File: src/rtl/fetch_pkg.sv
// Shared types for the instruction-fetch sequencer: PC width, FSM states, FIFO entry.
package fetch_pkg;

    localparam int unsigned PC_W = 16;

    typedef logic [PC_W-1:0] pc_t;

    typedef enum logic [1:0] {
        StIdle,
        StReq,
        StWait,
        StDrain
    } fetch_state_e;

    typedef struct packed {
        pc_t data;
        pc_t pc;
    } fetch_entry_t;

endpackage

File: src/rtl/fetch_pc_sequencer_if.sv
// Instruction-memory request/response and decode-side handshake of the fetch sequencer.
interface fetch_pc_sequencer_if;
    import fetch_pkg::*;

    logic imem_req;
    pc_t  imem_addr;
    logic imem_gnt;
    logic imem_rvalid;
    pc_t  imem_rdata;
    logic instr_valid;
    pc_t  instr_data;
    pc_t  instr_pc;
    logic instr_ready;

    // Sequencer side.
    modport master (
        output imem_req, imem_addr, instr_valid, instr_data, instr_pc,
        input  imem_gnt, imem_rvalid, imem_rdata, instr_ready
    );

    // Memory and decode side.
    modport slave (
        input  imem_req, imem_addr, instr_valid, instr_data, instr_pc,
        output imem_gnt, imem_rvalid, imem_rdata, instr_ready
    );

endinterface

File: src/rtl/fetch_addr_adder.sv
// Kogge-Stone parallel-prefix adder shared by PC increment and redirect target computation.
module fetch_addr_adder import fetch_pkg::*; #(
    parameter int unsigned WIDTH = PC_W
) (
    input  logic [WIDTH-1:0] a,
    input  logic [WIDTH-1:0] b,
    input  logic             cin,
    output logic [WIDTH-1:0] sum,
    output logic             carry
);

    localparam int unsigned LEVELS = $clog2(WIDTH);

    logic [WIDTH-1:0] half_sum;
    logic [WIDTH-1:0] grp_gen;
    logic [WIDTH-1:0] grp_prop;
    logic [WIDTH-1:0] lvl_gen;
    logic [WIDTH-1:0] lvl_prop;
    logic [WIDTH-1:0] nxt_gen;
    logic [WIDTH-1:0] nxt_prop;
    logic [WIDTH:0]   carries;

    // Prefix tree: after level l each bit holds group generate/propagate over 2^(l+1) bits.
    always_comb begin
        lvl_gen  = a & b;
        lvl_prop = a ^ b;
        nxt_gen  = lvl_gen;
        nxt_prop = lvl_prop;
        for (int l = 0; l < int'(LEVELS); l++) begin
            nxt_gen  = lvl_gen;
            nxt_prop = lvl_prop;
            for (int i = 0; i < int'(WIDTH); i++) begin
                if (i >= (1 << l)) begin
                    nxt_gen[i]  = lvl_gen[i] | (lvl_prop[i] & lvl_gen[i - (1 << l)]);
                    nxt_prop[i] = lvl_prop[i] & lvl_prop[i - (1 << l)];
                end
            end
            lvl_gen  = nxt_gen;
            lvl_prop = nxt_prop;
        end
        grp_gen  = lvl_gen;
        grp_prop = lvl_prop;
    end

    assign half_sum            = a ^ b;
    assign carries[0]          = cin;
    assign carries[WIDTH:1]    = grp_gen | (grp_prop & {WIDTH{cin}});
    assign sum                 = half_sum ^ carries[WIDTH-1:0];
    assign carry               = carries[WIDTH];

endmodule

File: src/rtl/fetch_pc_sequencer.sv
// Instruction-fetch sequencer: owns the PC, issues one-outstanding fetches, buffers words for decode.
module fetch_pc_sequencer import fetch_pkg::*; #(
    parameter pc_t         RESET_VEC  = 16'h0000,
    parameter pc_t         INC_STEP   = 16'd1,
    parameter int unsigned FIFO_DEPTH = 2
) (
    input  logic                  clk,
    input  logic                  rst_n,
    input  logic                  start,
    input  logic                  redirect_valid,
    input  pc_t                   redirect_base,
    input  pc_t                   redirect_offset,
    fetch_pc_sequencer_if.master  bus,
    output logic                  pc_wrap,
    output logic                  busy
);

    localparam int unsigned PTR_W = $clog2(FIFO_DEPTH);
    localparam int unsigned CNT_W = PTR_W + 1;
    localparam logic [CNT_W-1:0] DEPTH_CNT = CNT_W'(FIFO_DEPTH);

    fetch_state_e     state_q;
    pc_t              pc_q;
    pc_t              req_pc_q;
    logic             wrap_q;

    fetch_entry_t     fifo_mem [FIFO_DEPTH];
    logic [PTR_W-1:0] wr_ptr_q;
    logic [PTR_W-1:0] rd_ptr_q;
    logic [CNT_W-1:0] count_q;

    pc_t              add_a;
    pc_t              add_b;
    pc_t              add_sum;
    logic             add_carry;

    logic             req;
    logic             gnt_fire;
    logic             push;
    logic             pop;
    logic             flush;

    // Redirect owns the adder whenever present; otherwise it produces PC + INC_STEP.
    always_comb begin
        add_a = pc_q;
        add_b = INC_STEP;
        if (redirect_valid) begin
            add_a = redirect_base;
            add_b = redirect_offset;
        end
    end

    fetch_addr_adder #(
        .WIDTH (PC_W)
    ) u_adder (
        .a     (add_a),
        .b     (add_b),
        .cin   (1'b0),
        .sum   (add_sum),
        .carry (add_carry)
    );

    // Request only when a FIFO slot is free for the response; redirect flushes the buffer.
    always_comb begin
        req      = (state_q == StReq) && (count_q < DEPTH_CNT);
        gnt_fire = req && bus.imem_gnt;
        flush    = redirect_valid;
        push     = (state_q == StWait) && bus.imem_rvalid && !redirect_valid;
        pop      = (count_q != '0) && bus.instr_ready;
    end

    // Fetch FSM with PC, in-flight request PC and sticky wrap flag.
    always_ff @(posedge clk or negedge rst_n) begin
        if (!rst_n) begin
            state_q  <= StIdle;
            pc_q     <= RESET_VEC;
            req_pc_q <= '0;
            wrap_q   <= 1'b0;
        end else begin
            case (state_q)
                StIdle: begin
                    if (redirect_valid) begin
                        pc_q    <= add_sum;
                        wrap_q  <= 1'b0;
                        state_q <= StReq;
                    end else if (start) begin
                        pc_q    <= RESET_VEC;
                        wrap_q  <= 1'b0;
                        state_q <= StReq;
                    end
                end
                StReq: begin
                    if (redirect_valid) begin
                        // A request granted this very cycle still owes a response: drain it.
                        pc_q    <= add_sum;
                        wrap_q  <= 1'b0;
                        state_q <= gnt_fire ? StDrain : StReq;
                    end else if (gnt_fire) begin
                        pc_q     <= add_sum;
                        req_pc_q <= pc_q;
                        wrap_q   <= wrap_q | add_carry;
                        state_q  <= StWait;
                    end
                end
                StWait, StDrain: begin
                    if (redirect_valid) begin
                        pc_q    <= add_sum;
                        wrap_q  <= 1'b0;
                        state_q <= bus.imem_rvalid ? StReq : StDrain;
                    end else if (bus.imem_rvalid) begin
                        state_q <= StReq;
                    end
                end
                default: state_q <= StIdle;
            endcase
        end
    end

    // Instruction buffer: circular pointers plus occupancy count.
    always_ff @(posedge clk or negedge rst_n) begin
        if (!rst_n) begin
            wr_ptr_q <= '0;
            rd_ptr_q <= '0;
            count_q  <= '0;
            for (int i = 0; i < int'(FIFO_DEPTH); i++) begin
                fifo_mem[i] <= '0;
            end
        end else if (flush) begin
            wr_ptr_q <= '0;
            rd_ptr_q <= '0;
            count_q  <= '0;
        end else begin
            if (push) begin
                fifo_mem[wr_ptr_q] <= '{data: bus.imem_rdata, pc: req_pc_q};
                wr_ptr_q           <= wr_ptr_q + PTR_W'(1);
            end
            if (pop) begin
                rd_ptr_q <= rd_ptr_q + PTR_W'(1);
            end
            count_q <= count_q + CNT_W'(push) - CNT_W'(pop);
        end
    end

    assign bus.imem_req    = req;
    assign bus.imem_addr   = pc_q;
    assign bus.instr_valid = (count_q != '0);
    assign bus.instr_data  = fifo_mem[rd_ptr_q].data;
    assign bus.instr_pc    = fifo_mem[rd_ptr_q].pc;
    assign pc_wrap         = wrap_q;
    assign busy            = (state_q != StIdle);

endmodule
File: src/flat_wrapper.sv
// flat-port wrapper written by rule: the top's interface ports become plain ports
module fetch_pc_sequencer_flat import fetch_pkg::*;
#(
    parameter pc_t         RESET_VEC  = 16'h0000,
    parameter pc_t         INC_STEP   = 16'd1,
    parameter int unsigned FIFO_DEPTH = 2
)
  (clk, rst_n, start, redirect_valid, redirect_base, redirect_offset, pc_wrap, busy, bus_imem_req, bus_imem_addr, bus_instr_valid, bus_instr_data, bus_instr_pc, bus_imem_gnt, bus_imem_rvalid, bus_imem_rdata, bus_instr_ready);
  fetch_pc_sequencer_if bus_i ();
  input  logic clk;
  input  logic rst_n;
  input  logic start;
  input  logic redirect_valid;
  input  pc_t redirect_base;
  input  pc_t redirect_offset;
  output logic pc_wrap;
  output logic busy;
  output wire logic [$bits(bus_i.imem_req)-1:0] bus_imem_req;
  output wire logic [$bits(bus_i.imem_addr)-1:0] bus_imem_addr;
  output wire logic [$bits(bus_i.instr_valid)-1:0] bus_instr_valid;
  output wire logic [$bits(bus_i.instr_data)-1:0] bus_instr_data;
  output wire logic [$bits(bus_i.instr_pc)-1:0] bus_instr_pc;
  input wire logic [$bits(bus_i.imem_gnt)-1:0] bus_imem_gnt;
  input wire logic [$bits(bus_i.imem_rvalid)-1:0] bus_imem_rvalid;
  input wire logic [$bits(bus_i.imem_rdata)-1:0] bus_imem_rdata;
  input wire logic [$bits(bus_i.instr_ready)-1:0] bus_instr_ready;
  assign bus_imem_req = bus_i.imem_req;
  assign bus_imem_addr = bus_i.imem_addr;
  assign bus_instr_valid = bus_i.instr_valid;
  assign bus_instr_data = bus_i.instr_data;
  assign bus_instr_pc = bus_i.instr_pc;
  assign bus_i.imem_gnt = bus_imem_gnt;
  assign bus_i.imem_rvalid = bus_imem_rvalid;
  assign bus_i.imem_rdata = bus_imem_rdata;
  assign bus_i.instr_ready = bus_instr_ready;
  fetch_pc_sequencer #(.RESET_VEC(RESET_VEC), .INC_STEP(INC_STEP), .FIFO_DEPTH(FIFO_DEPTH)) u_core (.clk(clk), .rst_n(rst_n), .start(start), .redirect_valid(redirect_valid), .redirect_base(redirect_base), .redirect_offset(redirect_offset), .bus(bus_i), .pc_wrap(pc_wrap), .busy(busy));
endmodule
File: config.mk
export PLATFORM = sky130hd
export DESIGN_NAME = fetch_pc_sequencer_flat
export DESIGN_NICKNAME = d
export VERILOG_FILES = /design/src/rtl/fetch_pkg.sv /design/src/rtl/fetch_pc_sequencer_if.sv /design/src/rtl/fetch_addr_adder.sv /design/src/rtl/fetch_pc_sequencer.sv /design/src/flat_wrapper.sv
export SDC_FILE = /design/constraint.sdc
export NUM_CORES = 1
export LEC_CHECK = 0
export BUFFER_PORTS_ARGS = -buffer_cell sky130_fd_sc_hd__buf_2
export CAP_MARGIN = 25
export CORE_AREA = 2 2 104 106
export CTS_BUF_LIST = sky130_fd_sc_hd__clkbuf_4
export CTS_CLUSTER_SIZE = 16
export DETAILED_ROUTE_END_ITERATION = 6
export DIE_AREA = 0 0 106 108
export PLACE_DENSITY = 0.76
export SLEW_MARGIN = 20
export SYNTH_ARGS = -nofsm -noshare
export SYNTH_HDL_FRONTEND = slang
export SYNTH_SLANG_ARGS = --single-unit
File: constraint.sdc
create_clock -name clk -period 5.4 [get_ports clk]
set_input_delay 0.81 -clock clk [delete_from_list [all_inputs] [get_ports clk]]
set_output_delay 0.81 -clock clk [all_outputs]
set_load 0.005 [all_outputs]
# Yosys cells after proc, flatten, opt, wreduce, memory -nomap -nowiden
# Index checks and enable logic that the tools add are counted.
# word_totals
wordCells	216
input_bits	55
out_inout_bits	52
regBits	103
# classes
n_addsub	4
eq_ne	7
bitwise	139
n_reduce_logical	17
magnitude_cmp	4
n_mux	34
# op_table
op	n
$mux 32	4
$mux 16	7
$and 1x1->1	83
$bwmux 64	1
$or 1x1->1	50
$pmux 16 s3	1
$demux 32 s1	1
$xor 16x16->16	2
$mux 2	9
$and 16x16->16	1
$mux 1	9
$reduce_and 3->1	3
$reduce_bool 2->1	4
$logic_and 1x1->1	6
$ne 3x3->1 const B	2
$pmux 2 s3	1
$eq 2x2->1 const B	2
$ge 2x2->1 const B	2
$not 1->2	2
$ne 3x2->1 const B	1
$pmux 1 s3	1
$add 1x1->1 const B	2
$add 2x1->2	1
$eq 2x1->1 const B	1
other kinds (9)	9

# Longest topological paths before layout
# depth
ltp_word	14
ltp_mapped	12
ltp_nobuf	9

# By module
# A second synthesis with hierarchy kept.
# hier_totals
cells_unflattened	409
area_unflattened_um2	5495.3
# by_module_without_submodules
mod	area_each_um2	n_inst	cells_per_inst	seq_area_each_um2
fetch_pc_sequencer	4783.3	1	317	2577.5
fetch_addr_adder	711.9	1	92	0.0

# Least setup slack after synthesis
# Ideal clock, no wire load.
# synth_timing
path_kind	input -> register
start	input redirect_valid
end	register u_core.pc_q[12] (netlist: u_core.bus.imem_addr[12])
setup_time_ns	0.133
required_time_ns	5.267
path_stages	11
slack_ns	1.861
path_buffers	2
arrival_time_ns	3.406
cell_sequence	clkbuf_1 buf_2 mux2_2 ha_1 fa_1 a21o_2 a311oi_2 nor4_1 nor4_4 xor2_1 o21ai_0
# synth_via
elab_chain_len	13
elab_cells_between_ends	44
classes_between	eq/ne (3); mux (7); bitwise (33); reduce/logical (1)
# synth_lines
element	line	text
start: declaration	flat_wrapper.sv:13	input logic redirect_valid;
$mux 16	fetch_pc_sequencer.sv:47	if (redirect_valid) begin
$xor 16x16->16 / $and 16x16->16 (equally long branches)	fetch_addr_adder.sv:26, fetch_addr_adder.sv:45, fetch_addr_adder.sv:25	
$and 1x1->1	fetch_addr_adder.sv:34	nxt_gen[i] = lvl_gen[i] | (lvl_prop[i] & lvl_gen[i - (1 << l)]);
$or 1x1->1	fetch_addr_adder.sv:34	
$and 1x1->1	fetch_addr_adder.sv:34	
$or 1x1->1	fetch_addr_adder.sv:34	
$and 1x1->1	fetch_addr_adder.sv:34	
$or 1x1->1 (2 in a row)	fetch_addr_adder.sv:34	
$xor 16x16->16	fetch_addr_adder.sv:48	assign sum = half_sum ^ carries[WIDTH-1:0];
$mux 16	fetch_pc_sequencer.sv:98	end else if (gnt_fire) begin
$mux 16	fetch_pc_sequencer.sv:93	if (redirect_valid) begin
$pmux 16 s3	fetch_pc_sequencer.sv:80	case (state_q)
end signal: assignment	fetch_pc_sequencer.sv:83	pc_q <= add_sum;
end signal: assignment	fetch_pc_sequencer.sv:95	pc_q <= add_sum;
end signal: assignment	fetch_pc_sequencer.sv:99	pc_q <= add_sum;
end: declaration	fetch_pc_sequencer.sv:23	pc_t pc_q;
# Parallel ways exist; a longest one is shown, timed or not. The select of a mux whose other input is x is not followed.
# A chain may end at the register's enable or synchronous reset.

# Final worst setup path
# Ends and elaborated chain as after synthesis.

==> metrics.md <==
| Metric | Value |
|---|---|
| Post-synthesis mux area share | `27.3%` |
| Worst setup path end | `u_core.bus.imem_addr[12]` |
| Number of buffers created by CTS | `9` |
| Critical path launch point type | `input pin` |
| Post-cts gate resize count | `0` |
| Clock latency of the later-clocked register in the worst-skew pair | `430 ps` |
| Pin count of the biggest net entering global routing | `76` |
| Longest Clk Path Bufs | `2` |
| Effective utilization at floorplan | `52.3%` |
| Critical path's top delay family | `compound AO/OA/AOI/OAI gates` |
| Adder-cell share of the synthesized area | `4.58%` |
| Capturing point of the worst reg2reg path | `u_core.bus.imem_addr[12]` |
| Post-synthesis compound-gate area fraction | `7.88%` |
| I/O Pins | `107` |
| Post-layout nets | `603` |
| Max Clk Rate | `293 MHz` |
| Post-route cell area | `6160 um2` |
| Chip width | `106 um` |
| Maximum vdd drop | `0.163 mV` |
| Area post-placement | `6000 um2` |
| DRC violation total after the first TritonRoute iteration | `91` |
| First drt pass iteration count | `4` |
| Routed Wire Length | `10,500 um` |
| Count of flip-flops with a built-in enable after synthesis | `0` |
| Time the worst path needs with I/O delays and setup | `3410 ps` |
| Post-synthesis sequential area ratio | `48.2%` |
| Total inserted antenna cells | `0` |
| Overall die height | `108 um` |
| Clock sink total | `103` |
| Number of placed instances with taps included | `652` |
| Part of the cycle the worst path needs | `63.2%` |
| Largest driver fanout on the critical path | `43` |
| Post-detailed-route wirelength per cell | `15.7 um` |
| Xor and xnor area share after synthesis | `2.45%` |
| Wire length of the first global-routing pass | `17,200 um` |
| Clock tree from TritonCTS | `done` |
| Sum of negative setup slack | `0 ps` |
| Cell with the largest stage delay on the worst path | `sky130_fd_sc_hd__buf_2` |
| Post-synthesis async set-or-reset flop share | `100%` |
| Kind of capture point of the worst setup path | `flop` |
| Delay of the slowest critical-path stage | `560 ps` |
| Tightest slew margin relative to the limit | `36.5%` |
| Critical Path Source | `redirect_valid` |
| Worst r2r path cells | `9` |
| Final max-slew violation count | `0` |
| Combinational family with the most area after synthesis | `multiplexers` |
| Critical path start-end classification | `input pin to flop` |
| Endpoints failing hold | `0` |
| RSZ-0062 raised after global routing | `no` |
| Syn_area_per_cell | `12.5 um2` |
| Max-cap violations | `0` |
| Standard cell core area | `10,200 um2` |
| Master cell of the clock root buffer | `sky130_fd_sc_hd__clkbuf_4` |
| Vias in the first global route | `3,622` |
| Fraction of final layout cells sized beyond drive strength 1 | `49.3%` |
| Cells along the critical path | `buf_2 -> mux2_2 -> ha_1 -> fa_1 -> a21o_2 -> a311oi_2 -> nor4_1 -> nor4_4 -> xor2_1 -> o21ai_0` |
| Post-DRT Antenna Nets | `0` |
| Bufs and invs on worst path | `1` |
| Overflow left after global routing | `0` |
| Total Power Consumption | `0.00269 W` |
| Total number of vias | `3,623` |
| Antenna violations before repair | `0` |
| Static Leak | `3.11 nW` |
| Synth Warn # | `0` |
| Buffers on Ports | `106` |
| GPL Wtd Cong | `0.885` |
| Post-synth net total | `501` |
| Library cell with the largest summed area after synthesis | `sky130_fd_sc_hd__dfrtp_1` |
| H-tree depth | `3` |
| Number of non-filler instances in the completed layout | `670` |
| Post-DP HPWL | `7460 um` |
| Sequential standard cell area | `2580 um2` |
| Residual DRC | `0` |
| Area share of and/or/nand/nor cells after synthesis | `7.65%` |
| Area of the die | `11,400 um2` |
| Min-delay worst type | `input pin to asynchronous set/reset pin` |
| Cell Area, Synth | `5350 um2` |
| Yosys cell types | `48` |
| Most frequent cell after synthesis | `sky130_fd_sc_hd__mux2_2` |
| Relative area change from synthesis to final layout | `15.1%` |
| Number of placement rows | `37` |
| Worst path arrival time | `3710 ps` |
| Main area contributors after synthesis | `sky130_fd_sc_hd__dfrtp_1, sky130_fd_sc_hd__mux2_2, sky130_fd_sc_hd__ha_1, sky130_fd_sc_hd__and2_1, sky130_fd_sc_hd__o21ai_0` |
| Number of logic stages on the critical path including buffering | `10` |
| Fillcell total | `822` |
| Critical path required time | `5700 ps` |
| Worst flop-to-flop path startpoint | `u_core.bus.imem_addr[0]` |
| Clk slew on worst S/H paths | `140 ps` |
| Number of standard cells after synthesis | `427` |
| Number of flip-flops and latches in the synthesized netlist | `103` |
| Count of hold buffers inserted by post-cts repair | `0` |
| Mean number of vias per cell | `5.41` |
| Least-Margin Pin Slew | `950 ps` |
| Final setup violation count | `0` |
| GRT Total Usage | `18.9%` |
| Post-route worst hold slack | `264 ps` |
| Total power density per cell area | `437 nW/um2` |
| Synth cell count leaders | `sky130_fd_sc_hd__mux2_2, sky130_fd_sc_hd__dfrtp_1, sky130_fd_sc_hd__nand2_1` |
| Number of setup buffers added after CTS | `0` |
| Most used flip-flop cell after synthesis | `sky130_fd_sc_hd__dfrtp_1` |
| Footprint of the multi-input gates | `2680 um2` |
| Clock skew after layout | `11.4 ps` |
| Share of the synthesized area in the top cell type | `48.2%` |
| Reg-to-reg setup timing slack | `2600 ps` |
| Result of the run | `complete, no violations` |
[flip-flops by register name (all words and copies together) (netlist names)]
signal / flops
u_core.pc_wrap: 1
u_core.wr_ptr_q: 1
u_core.req_pc_q: 16
u_core.fifo_mem: 64
u_core.count_q: 2
u_core.bus.imem_addr: 16
u_core.state_q: 2
u_core.rd_ptr_q: 1
[power breakdown]
part / internal [W] / switching [W] / total [W]
sequential: 0.00102 / 0.000210 / 0.00123
combinational: 0.000614 / 0.000475 / 0.00109
clock: 0.000141 / 0.000233 / 0.000374
[cell families after synthesis]
family,Yosys count
xor gates and xnor gates,15
DFF,103
and+or+nand+nor,73
buffers and inverters,24
muxes,130
adders and majority gates,19
AOI/OAI and AO/OA,63
[cell type report]
| cell class | count | share of cell area [%] |
|---|---|---|
| clock buffers | 10 | 1.22 |
| clock inverters | 6 | 0.833 |
| inverters | 3 | 0.183 |
| multi-input cells | 300 | 43.4 |
| flip-flops and latches | 103 | 41.9 |
| well taps | 136 | 2.76 |
| repair buffers | 112 | 9.71 |
[metal layers]
layer / global-route usage [%] / routed length (um)
met5: 0 / 0
met4: 8.46 / 236
met3: 2.23 / 418
met2: 31.4 / 5010
met1: 25.2 / 4870
[cell usage in the layout, fill, tap and decap left out, types with 7 or more instances in the layout]
| cell | synthesis | routed |
|---|---|---|
| sky130_fd_sc_hd__nand2_1 | 21 | 21 |
| sky130_fd_sc_hd__clkbuf_4 | 0 | 10 |
| sky130_fd_sc_hd__ha_1 | 18 | 18 |
| sky130_fd_sc_hd__dfrtp_1 | 103 | 103 |
| sky130_fd_sc_hd__a21o_1 | 7 | 7 |
| sky130_fd_sc_hd__mux2_2 | 126 | 126 |
| sky130_fd_sc_hd__and2_1 | 17 | 17 |
| sky130_fd_sc_hd__a21oi_1 | 13 | 13 |
| sky130_fd_sc_hd__nor2_1 | 10 | 10 |
| sky130_fd_sc_hd__xor2_1 | 10 | 10 |
| sky130_fd_sc_hd__o21ai_0 | 18 | 18 |
| sky130_fd_sc_hd__buf_2 | 12 | 105 |
[how the worst min path moves through the flow]
stage	slack (ps)	to	startpoint	depth (start not counted)
2_1_floorplan	450	u_core.fifo_mem[34]	u_core.fifo_mem[34]	1
3_3_place_gp	470	u_core.fifo_mem[34]	u_core.fifo_mem[34]	1
3_5_place_dp	470	u_core.fifo_mem[52]	u_core.fifo_mem[52]	1
4_1_cts	240	u_core.fifo_mem[57]	rst_n	1
5_1_grt	260	u_core.fifo_mem[22]	rst_n	1
6_report	260	u_core.fifo_mem[57]	rst_n	1
[stage by stage]
step           util, %  worst slack (ps)
2_1_floorplan        -              1860
3_3_place_gp      58.6              1560
3_5_place_dp      58.6              1510
4_1_cts           59.9              2000
5_1_grt           60.2              1750
6_report          60.2              1990
Note: power is estimated with default switching activity, not from simulation.
